--- config.mk ---
export PLATFORM = sky130hd
export DESIGN_NAME = store_buffer_unit
export DESIGN_NICKNAME = d
export VERILOG_FILES = /design/src/rtl/store_pkg.sv /design/src/rtl/store_fifo.sv /design/src/rtl/store_buffer_unit.sv
export SDC_FILE = /design/constraint.sdc
export NUM_CORES = 1
export LEC_CHECK = 0
export BUFFER_PORTS_ARGS = -buffer_cell sky130_fd_sc_hd__buf_2
export CORE_AREA = 2 2 174 159
export DETAILED_ROUTE_END_ITERATION = 10
export DIE_AREA = 0 0 176 161
export HOLD_SLACK_MARGIN = 0.15
export MAX_ROUTING_LAYER = met4
export PLACE_DENSITY_LB_ADDON = 0.08
export SYNTH_ARGS = -nofsm -noshare
export SYNTH_HDL_FRONTEND = slang
export SYNTH_SLANG_ARGS = --single-unit
--- constraint.sdc ---
create_clock -name clk -period 6.6 [get_ports clk]
set_clock_uncertainty 0.15 [all_clocks]
set_input_delay 0.33 -clock clk [delete_from_list [all_inputs] [get_ports clk]]
set_output_delay 0.33 -clock clk [all_outputs]
set_load 0.1 [all_outputs]
--- src/rtl/store_pkg.sv ---
`default_nettype none
// ============================================================================
// Module   : store_pkg
// Purpose  : Shared constants and types for the store buffer unit: store
//            opcodes, access-size encoding (bytes), the queued entry layout
//            and a helper mapping an access size to its unshifted byte mask.
// Ports    : none (package)
// Revision : 1.0 - initial release
// ============================================================================
package store_pkg;

    // MIPS store opcodes, instruction[31:26]
    localparam logic [5:0] OP_SB = 6'h28;
    localparam logic [5:0] OP_SH = 6'h29;
    localparam logic [5:0] OP_SW = 6'h2B;
    localparam logic [5:0] OP_SD = 6'h3F;

    // Access size in bytes
    localparam logic [3:0] SIZE_B = 4'd1;
    localparam logic [3:0] SIZE_H = 4'd2;
    localparam logic [3:0] SIZE_W = 4'd4;
    localparam logic [3:0] SIZE_D = 4'd8;

    // Queued store, held at the widest legal configuration; the top level
    // packs only the ADDR_W / DATA_W / DATA_W/8 low bits into the FIFO.
    typedef struct packed {
        logic [63:0] addr;
        logic [63:0] data;
        logic [7:0]  be;
    } sb_entry_t;

    // Byte mask for an access of the given size, before lane shifting.
    function automatic logic [7:0] size_to_be(input logic [3:0] size);
        logic [7:0] be;
        case (size)
            SIZE_B:  be = 8'h01;
            SIZE_H:  be = 8'h03;
            SIZE_W:  be = 8'h0F;
            SIZE_D:  be = 8'hFF;
            default: be = 8'h00;
        endcase
        return be;
    endfunction

endpackage
`default_nettype wire

--- src/rtl/store_fifo.sv ---
`default_nettype none
// ============================================================================
// Module   : store_fifo
// Purpose  : Parametrised synchronous FIFO used as the store buffer.
//            Storage is not reset; occupancy is tracked by count so stale
//            words are never presented as valid.
// Ports    : clk      - clock
//            reset    - synchronous active-low reset (pointers/count to 0)
//            push_i   - write wdata_i (ignored when full)
//            wdata_i  - entry to enqueue
//            pop_i    - drop head (ignored when empty)
//            rdata_o  - head entry (storage read at read pointer)
//            count_o  - occupied entries
//            full_o   - count == DEPTH
//            empty_o  - count == 0
// Revision : 1.0 - initial release
// ============================================================================
module store_fifo #(
    parameter int DEPTH = 4,
    parameter int WIDTH = 8
) (
    input  logic                     clk,
    input  logic                     reset,
    input  logic                     push_i,
    input  logic [WIDTH-1:0]         wdata_i,
    input  logic                     pop_i,
    output logic [WIDTH-1:0]         rdata_o,
    output logic [$clog2(DEPTH):0]   count_o,
    output logic                     full_o,
    output logic                     empty_o
);

    localparam int                 c_PTR_W   = $clog2(DEPTH);
    localparam logic [c_PTR_W-1:0] c_PTR_ONE = 1;
    localparam logic [c_PTR_W:0]   c_CNT_ONE = 1;
    localparam logic [c_PTR_W:0]   c_CNT_MAX = DEPTH[c_PTR_W:0];

    logic [WIDTH-1:0]   mem_q [DEPTH];
    logic [c_PTR_W-1:0] wr_ptr_q, wr_ptr_d;
    logic [c_PTR_W-1:0] rd_ptr_q, rd_ptr_d;
    logic [c_PTR_W:0]   count_q, count_d;
    logic               w_do_push;
    logic               w_do_pop;

    assign full_o    = (count_q == c_CNT_MAX);
    assign empty_o   = (count_q == '0);
    assign count_o   = count_q;
    assign rdata_o   = mem_q[rd_ptr_q];
    assign w_do_push = push_i && !full_o;
    assign w_do_pop  = pop_i && !empty_o;

    // DEPTH is a power of two, so pointers wrap by natural overflow.
    always_comb begin
        wr_ptr_d = w_do_push ? wr_ptr_q + c_PTR_ONE : wr_ptr_q;
        rd_ptr_d = w_do_pop  ? rd_ptr_q + c_PTR_ONE : rd_ptr_q;
        count_d  = count_q;
        case ({w_do_push, w_do_pop})
            2'b10:   count_d = count_q + c_CNT_ONE;
            2'b01:   count_d = count_q - c_CNT_ONE;
            default: count_d = count_q;
        endcase
    end

    always_ff @(posedge clk) begin
        if (!reset) begin
            wr_ptr_q <= '0;
            rd_ptr_q <= '0;
            count_q  <= '0;
        end else begin
            wr_ptr_q <= wr_ptr_d;
            rd_ptr_q <= rd_ptr_d;
            count_q  <= count_d;
        end
    end

    always_ff @(posedge clk) begin
        if (reset && w_do_push) begin
            mem_q[wr_ptr_q] <= wdata_i;
        end
    end

endmodule
`default_nettype wire

--- src/rtl/store_buffer_unit.sv ---
`default_nettype none
// ============================================================================
// Module   : store_buffer_unit
// Purpose  : Store execution stage. Decodes SB/SH/SW(/SD), forms the
//            effective address base + sext(imm16), lane-aligns store data
//            with byte enables and queues the result in a DEPTH-entry FIFO
//            that drains to data memory over MemWrite/mem_ready.
// Config   : `define STORE_MISALIGN_TRAP_EN -> misaligned stores are dropped
//            and flagged on misalign_err; otherwise they are force-aligned.
// Ports    : clk, reset (sync, active-low)
//            instr_valid / instr_ready      - instruction handshake
//            instruction, Read_data1/2      - opcode+imm16, base, store data
//            MemWrite / mem_ready           - head entry handshake to memory
//            ALU_result, Write_data, Byte_en- head entry (0 when empty)
//            buf_count                      - occupied entries
//            misalign_err                   - one-cycle misalignment pulse
// Revision : 1.0 - initial release
// ============================================================================
module store_buffer_unit
    import store_pkg::*;
#(
    parameter int DATA_W = 32,
    parameter int ADDR_W = 32,
    parameter int DEPTH  = 4
) (
    input  logic                     clk,
    input  logic                     reset,
    input  logic                     instr_valid,
    output logic                     instr_ready,
    input  logic [31:0]              instruction,
    input  logic [ADDR_W-1:0]        Read_data1,
    input  logic [DATA_W-1:0]        Read_data2,
    output logic                     MemWrite,
    input  logic                     mem_ready,
    output logic [ADDR_W-1:0]        ALU_result,
    output logic [DATA_W-1:0]        Write_data,
    output logic [DATA_W/8-1:0]      Byte_en,
    output logic [$clog2(DEPTH):0]   buf_count,
    output logic                     misalign_err
);

    localparam int c_BE_W  = DATA_W / 8;
    localparam int c_OFF_W = $clog2(c_BE_W);
    localparam int c_ENT_W = ADDR_W + DATA_W + c_BE_W;

    logic [5:0]          w_opcode;
    logic                w_is_store;
    logic [3:0]          w_size;
    logic [ADDR_W-1:0]   w_imm_ext;
    logic [ADDR_W-1:0]   w_raw_addr;
    logic [ADDR_W-1:0]   w_addr;
    logic [c_OFF_W-1:0]  w_align_mask;
    logic [c_OFF_W-1:0]  w_off;
    logic                w_misaligned;
    logic [c_BE_W-1:0]   w_be_base;
    logic [c_BE_W-1:0]   w_be;
    logic [DATA_W-1:0]   w_data_masked;
    logic [DATA_W-1:0]   w_data;
    logic                w_accept;
    logic                w_push;
    logic                w_pop;
    sb_entry_t           w_entry;
    logic [c_ENT_W-1:0]  w_push_data;
    logic [c_ENT_W-1:0]  w_head;
    logic                w_full;
    logic                w_empty;
    logic                w_unused;

    // ---------------- decode ----------------
    always_comb begin
        w_opcode   = instruction[31:26];
        w_is_store = 1'b0;
        w_size     = 4'd0;
        case (w_opcode)
            OP_SB: begin w_is_store = 1'b1; w_size = SIZE_B; end
            OP_SH: begin w_is_store = 1'b1; w_size = SIZE_H; end
            OP_SW: begin w_is_store = 1'b1; w_size = SIZE_W; end
            OP_SD: begin
                // Doubleword only exists on a 64-bit data path.
                if (DATA_W == 64) begin
                    w_is_store = 1'b1;
                    w_size     = SIZE_D;
                end
            end
            default: begin
                w_is_store = 1'b0;
                w_size     = 4'd0;
            end
        endcase
    end

    // ---------------- address generation ----------------
    assign w_imm_ext    = {{(ADDR_W-16){instruction[15]}}, instruction[15:0]};
    assign w_raw_addr   = Read_data1 + w_imm_ext;
    // size-1 equals the low-address bits that must be zero for alignment
    assign w_align_mask = c_OFF_W'(w_size - 4'd1);
    assign w_misaligned = |(w_raw_addr[c_OFF_W-1:0] & w_align_mask);

    always_comb begin
        w_addr = w_raw_addr;
`ifndef STORE_MISALIGN_TRAP_EN
        w_addr[c_OFF_W-1:0] = w_raw_addr[c_OFF_W-1:0] & ~w_align_mask;
`endif
    end

    assign w_off = w_addr[c_OFF_W-1:0];

    // ---------------- lane alignment ----------------
    assign w_be_base = c_BE_W'(size_to_be(w_size));

    always_comb begin
        w_data_masked = '0;
        for (int i = 0; i < c_BE_W; i++) begin
            w_data_masked[i*8 +: 8] = w_be_base[i] ? Read_data2[i*8 +: 8] : 8'h00;
        end
    end

    assign w_data = w_data_masked << {w_off, 3'b000};
    assign w_be   = w_be_base << w_off;

    // ---------------- enqueue / dequeue ----------------
    assign w_accept = instr_valid && instr_ready;
`ifdef STORE_MISALIGN_TRAP_EN
    assign w_push   = w_accept && w_is_store && !w_misaligned;
`else
    assign w_push   = w_accept && w_is_store;
`endif
    assign w_pop    = MemWrite && mem_ready;

    always_comb begin
        w_entry      = '0;
        w_entry.addr = 64'(w_addr);
        w_entry.data = 64'(w_data);
        w_entry.be   = 8'(w_be);
    end

    assign w_push_data = {w_entry.addr[ADDR_W-1:0],
                          w_entry.data[DATA_W-1:0],
                          w_entry.be[c_BE_W-1:0]};

    store_fifo #(
        .DEPTH (DEPTH),
        .WIDTH (c_ENT_W)
    ) u_fifo (
        .clk     (clk),
        .reset   (reset),
        .push_i  (w_push),
        .wdata_i (w_push_data),
        .pop_i   (w_pop),
        .rdata_o (w_head),
        .count_o (buf_count),
        .full_o  (w_full),
        .empty_o (w_empty)
    );

    // Ready ignores mem_ready: a full buffer never accepts alongside a pop.
    assign instr_ready = !w_full;
    assign MemWrite    = !w_empty;
    assign ALU_result  = w_empty ? '0 : w_head[c_ENT_W-1 -: ADDR_W];
    assign Write_data  = w_empty ? '0 : w_head[c_BE_W +: DATA_W];
    assign Byte_en     = w_empty ? '0 : w_head[c_BE_W-1:0];

    // ---------------- misalignment reporting ----------------
`ifdef STORE_MISALIGN_TRAP_EN
    logic misalign_q;
    logic misalign_d;

    assign misalign_d = w_accept && w_is_store && w_misaligned;

    always_ff @(posedge clk) begin
        if (!reset) begin
            misalign_q <= 1'b0;
        end else begin
            misalign_q <= misalign_d;
        end
    end

    assign misalign_err = misalign_q;
`else
    assign misalign_err = 1'b0;
`endif

    // Register-specifier fields and the wide entry padding are not needed.
    assign w_unused = ^{instruction[25:16], w_entry, w_misaligned};

endmodule
`default_nettype wire

==> run summary <==
The mean post-synth cell area came out at 16.2 um2. The number of global-route vias before repair came out at 8046. After layout, the minimum clock period comes to 3.65 ns.

The starting density of the core came out at 48.2%. The complex-gate fraction of the synthesized area came out at 6.98%. The signal on the critical path passes through buf_4, mux4_2, and2_1, buf_2. The fraction of the mapped netlist area in adder cells is 4.11%.

The number of flops mapped to enable cells by yosys came out at 272. The number of max-cap violations is 0. The slew at the pin closest to its max-slew limit came out at 1.21 ns. Post-CTS timing repair inserted 0 buffers for setup. The number of buffers on the longest clock path is 3.

The register-to-register setup slack came out at 3.32 ns. At the end of routability-driven placement, the weighted congestion stood at 0.933. The clock network is responsible for 38.9% of the overall power. The tree is rooted in a clkbuf_16. The startpoint type of the worst setup path is a register. TritonCTS built the clock tree.

The vias per cell is 5.72. In the synthesized netlist, the number of instances is 791. The max-slew violation count is 0.

The routed layout has 7670 vias. The total die area came out at 0.0283 mm2. The highest fanout seen on the critical path is 38.

The sequential power share is 48.3%. In this run the number of H-tree levels came out at 1. The net count of the mapped netlist is 932. The async set or reset register ratio after synthesis came out at 0%. The critical path is of the reg -> out type. The top cell type's share of synthesized area is 63.7%. Among all stages on the critical path, the largest delay is contributed by dfxtp_4. The power density over cell area came out at 274 mW/mm2. The post-layout net count came out at 1107. The initial antenna violation count is 0.

The peak clock frequency supported by timing is 274 MHz. The clock latency of the later-clocked register in the worst-skew pair came out at 0.53 ns. The iteration-0 DRC count of the detailed router came out at 707.

The average wire length per cell after detail routing is 20.8 um. The first detailed-routing pass ran for 5 iterations. The number of antenna cells inserted came out at 0. The total grt overflow came out at 0. Internal power comes to 3.10 mW.

The fraction of the cycle the final worst path needs came out at 55.3%. Counting the buffers created by CTS gives 29. In this run the horizontal extent of the chip is 176 um. The worst hold path belongs to the class in -> reg. The count of endpoints failing hold in the final timing report came out at 0.

Of the post-synthesis cell area, the part taken by muxes is 12.1%. The fraction of the yosys area taken by sequential cells is 65.1%. Measured in cells, the most critical reg-to-reg path has a length of 6. The fraction of layout instances using a drive strength above 1 is 30.5%.

The clock input transition at the sequential cells of the worst setup and hold paths came out at 0.06 ns. The maximum number of pins on one net before global-route repair is 70. The data required time at the worst endpoint is 6.12 ns. By area, the combinational part of the netlist is dominated by multiplexers. The post-synthesis share of cell area spent on and, or, nand and nor gates is 7.86%.

Setup repair after global routing left no endpoint under its margin. The total clock sinks is 281. The number of DRC violations after detailed routing is 0. The post-synthesis xor/xnor area fraction is 2.32%.

The worst setup path is captured at a primary output. In this run the critical register-to-register path is launched from u_fifo.count_o[0]. The run finished with clean final reports. The analysis attributes to net switching a power of 1.03 mW. The relative max-transition margin is 19.2%. The largest single stage delay on the critical path is 0.75 ns. Summed over all layers, the routed wires come to 27900 um.

Relative to the synthesized area, the layout overhead comes to 17.2%. The instance count after placement with tap cells included came out at 1280. The combinational share of power came out at 12.7%.

The end of the critical path is Byte_en[0]. Measured along the y axis, the die boundary spans 161 um. The reported leakage power came out at 5.48 nW. In this run the remaining antenna-violating nets after routing total 0. The largest delay contributor family on the critical path is buffers and inverters.

The HPWL reported at the end of detailed placement came out at 18000 um. The number of standard-cell rows in the floorplan is 57. The final non-filler cell total came out at 1342. Counting both buffers and inverters, the worst setup path holds a total of 2.

The total track usage came out at 20.5%. Of the total power, the share spent switching nets is 24.9%. During placement, the flow inserted port buffers numbering 162. The worst supply voltage drop on vdd is 0.180 mV.

174 I/O pins were placed. The data arrival at the endpoint of the critical path came out at 3.17 ns. The most used flip-flop cell after synthesis is edfxtp_1. Counting distinct cell types in the post-synthesis netlist gives 59. By area the synthesized netlist is led by edfxtp_1 64%, mux4_2 12%, and2_1 4.1%. The final sum of negative setup slack is 0 ns. The synthesized cell area is 0.0128 mm2. The top cell type by total area after synthesis is edfxtp_1. The first global-routing pass estimated 43900 um of wire. The standard cell core area is 0.0266 mm2. The endpoint of the most critical register-to-register path is u_fifo.mem_q[2][10].

The count of yosys warnings during synthesis came out at 0. The cell depth of the worst setup path came out at 4. The post-synthesis sequential element count is 281. The final number of setup-violating endpoints came out at 0.
==> metrics by stage <==
| stage | cell area, um2 | power (mW) | utilization (%) | setup slack, ns | hold slack (ns) |
|---|---|---|---|---|---|
| after floorplan | 12800 | 2.43 | - | 1.82 | 0.376 |
| after global placement | 14000 | 2.54 | 52.7 | 2.66 | 0.347 |
| after detailed placement | 14000 | 2.55 | 52.7 | 2.49 | 0.405 |
| after CTS | 15000 | 4.15 | 56.5 | 2.79 | 0.158 |
| after global routing | 15000 | 4.26 | 56.5 | 2.68 | 0.184 |
| final | 15000 | 4.13 | 56.5 | 2.95 | 0.164 |
==> cells in the mapped netlist (10+ instances only) <==
| library cell | instances |
|---|---|
| o21ai_0 | 14 |
| a21oi_1 | 33 |
| xnor2_1 | 20 |
| nand2_1 | 29 |
| edfxtp_1 | 272 |
| inv_1 | 15 |
| xor2_1 | 14 |
| o21ai_1 | 11 |
| mux4_2 | 68 |
| ha_1 | 39 |
| clkbuf_1 | 23 |
| and2_1 | 84 |
| nor2_1 | 26 |
| a22oi_1 | 16 |
| nand3_1 | 10 |
==> flip-flops by register name, indices dropped and copies added, names as in the netlist, named ones only <==
| name | count |
|---|---|
| u_fifo.mem_q | 272 |
| u_fifo.wr_ptr_q | 2 |
| u_fifo.count_o | 3 |
| u_fifo.rd_ptr_q | 2 |
==> final cells by class <==
| class | instances | area, um2 |
|---|---|---|
| fillers | 2114 | 11600 |
| flip-flops and latches | 281 | 8350 |
| multi-input cells | 461 | 4290 |
| repair buffers | 178 | 953 |
| clock buffers | 33 | 741 |
| well taps | 354 | 443 |
| clock inverters | 20 | 203 |
| inverters | 15 | 56.3 |
==> worst register-to-register path, delay by kind of cell (launching register included) <==
kind                   cells  cell delay [ns]
AO/OA/AOI/OAI              1             0.43
buffers and inverters      2             0.68
flip-flops                 1             0.38
AND/OR/NAND/NOR            3             1.28
==> placed cells by master, fill, tap and decap left out, types with 14 or more instances in the layout <==
cell type	count
edfxtp_1	272
buf_2	162
and2_1	84
mux4_2	68
ha_1	39
a21oi_1	33
nand2_1	29
clkbuf_16	29
nor2_1	26
xnor2_1	20
a22oi_1	16
inv_1	15
xor2_1	14
o21ai_0	14
==> worst min-delay path by stage <==
stage                       startpoint            endpoint  cells past startpoint
detailed placement   u_fifo.count_o[2]   u_fifo.count_o[2]                      2
finish                       mem_ready  u_fifo.rd_ptr_q[0]                      4
global route                 mem_ready            register                      4
floorplan           u_fifo.rd_ptr_q[0]            register                      2
global placement     u_fifo.count_o[2]   u_fifo.count_o[2]                      2
CTS                          mem_ready  u_fifo.rd_ptr_q[0]                      4
==> what timing repair did <==
item	CTS	global route
gates resized for setup	0	0
hold buffers	9	0
endpoints found under the hold margin	73	0
==> cells by family after synthesis <==
logic type	Yosys count
mux	70
flops	281
fa+ha+maj	41
compound gates	132
buf+inv	49
other cells	1
xor+xnor	34
simple gates	183
==> layer usage <==
layer | track usage, % | vias up | wire length [um]
li1 | - | 3469 | -
met1 | 26.2 | 3899 | 11700
met2 | 35.8 | 265 | 14100
met3 | 2.31 | 37 | 1600
met4 | 4.62 | 0 | 544
met5 | - | - | 0
==> power groups by stage <==
stage	combinational, mW	sequential, mW	clock (mW)
floorplan	0.396	2.03	0
global placement	0.505	2.03	0
detailed placement	0.519	2.03	0
CTS	0.525	2.00	1.63
global route	0.565	2.00	1.70
finish	0.526	2.00	1.61
No activity file was read; power rests on OpenSTA's default activity.
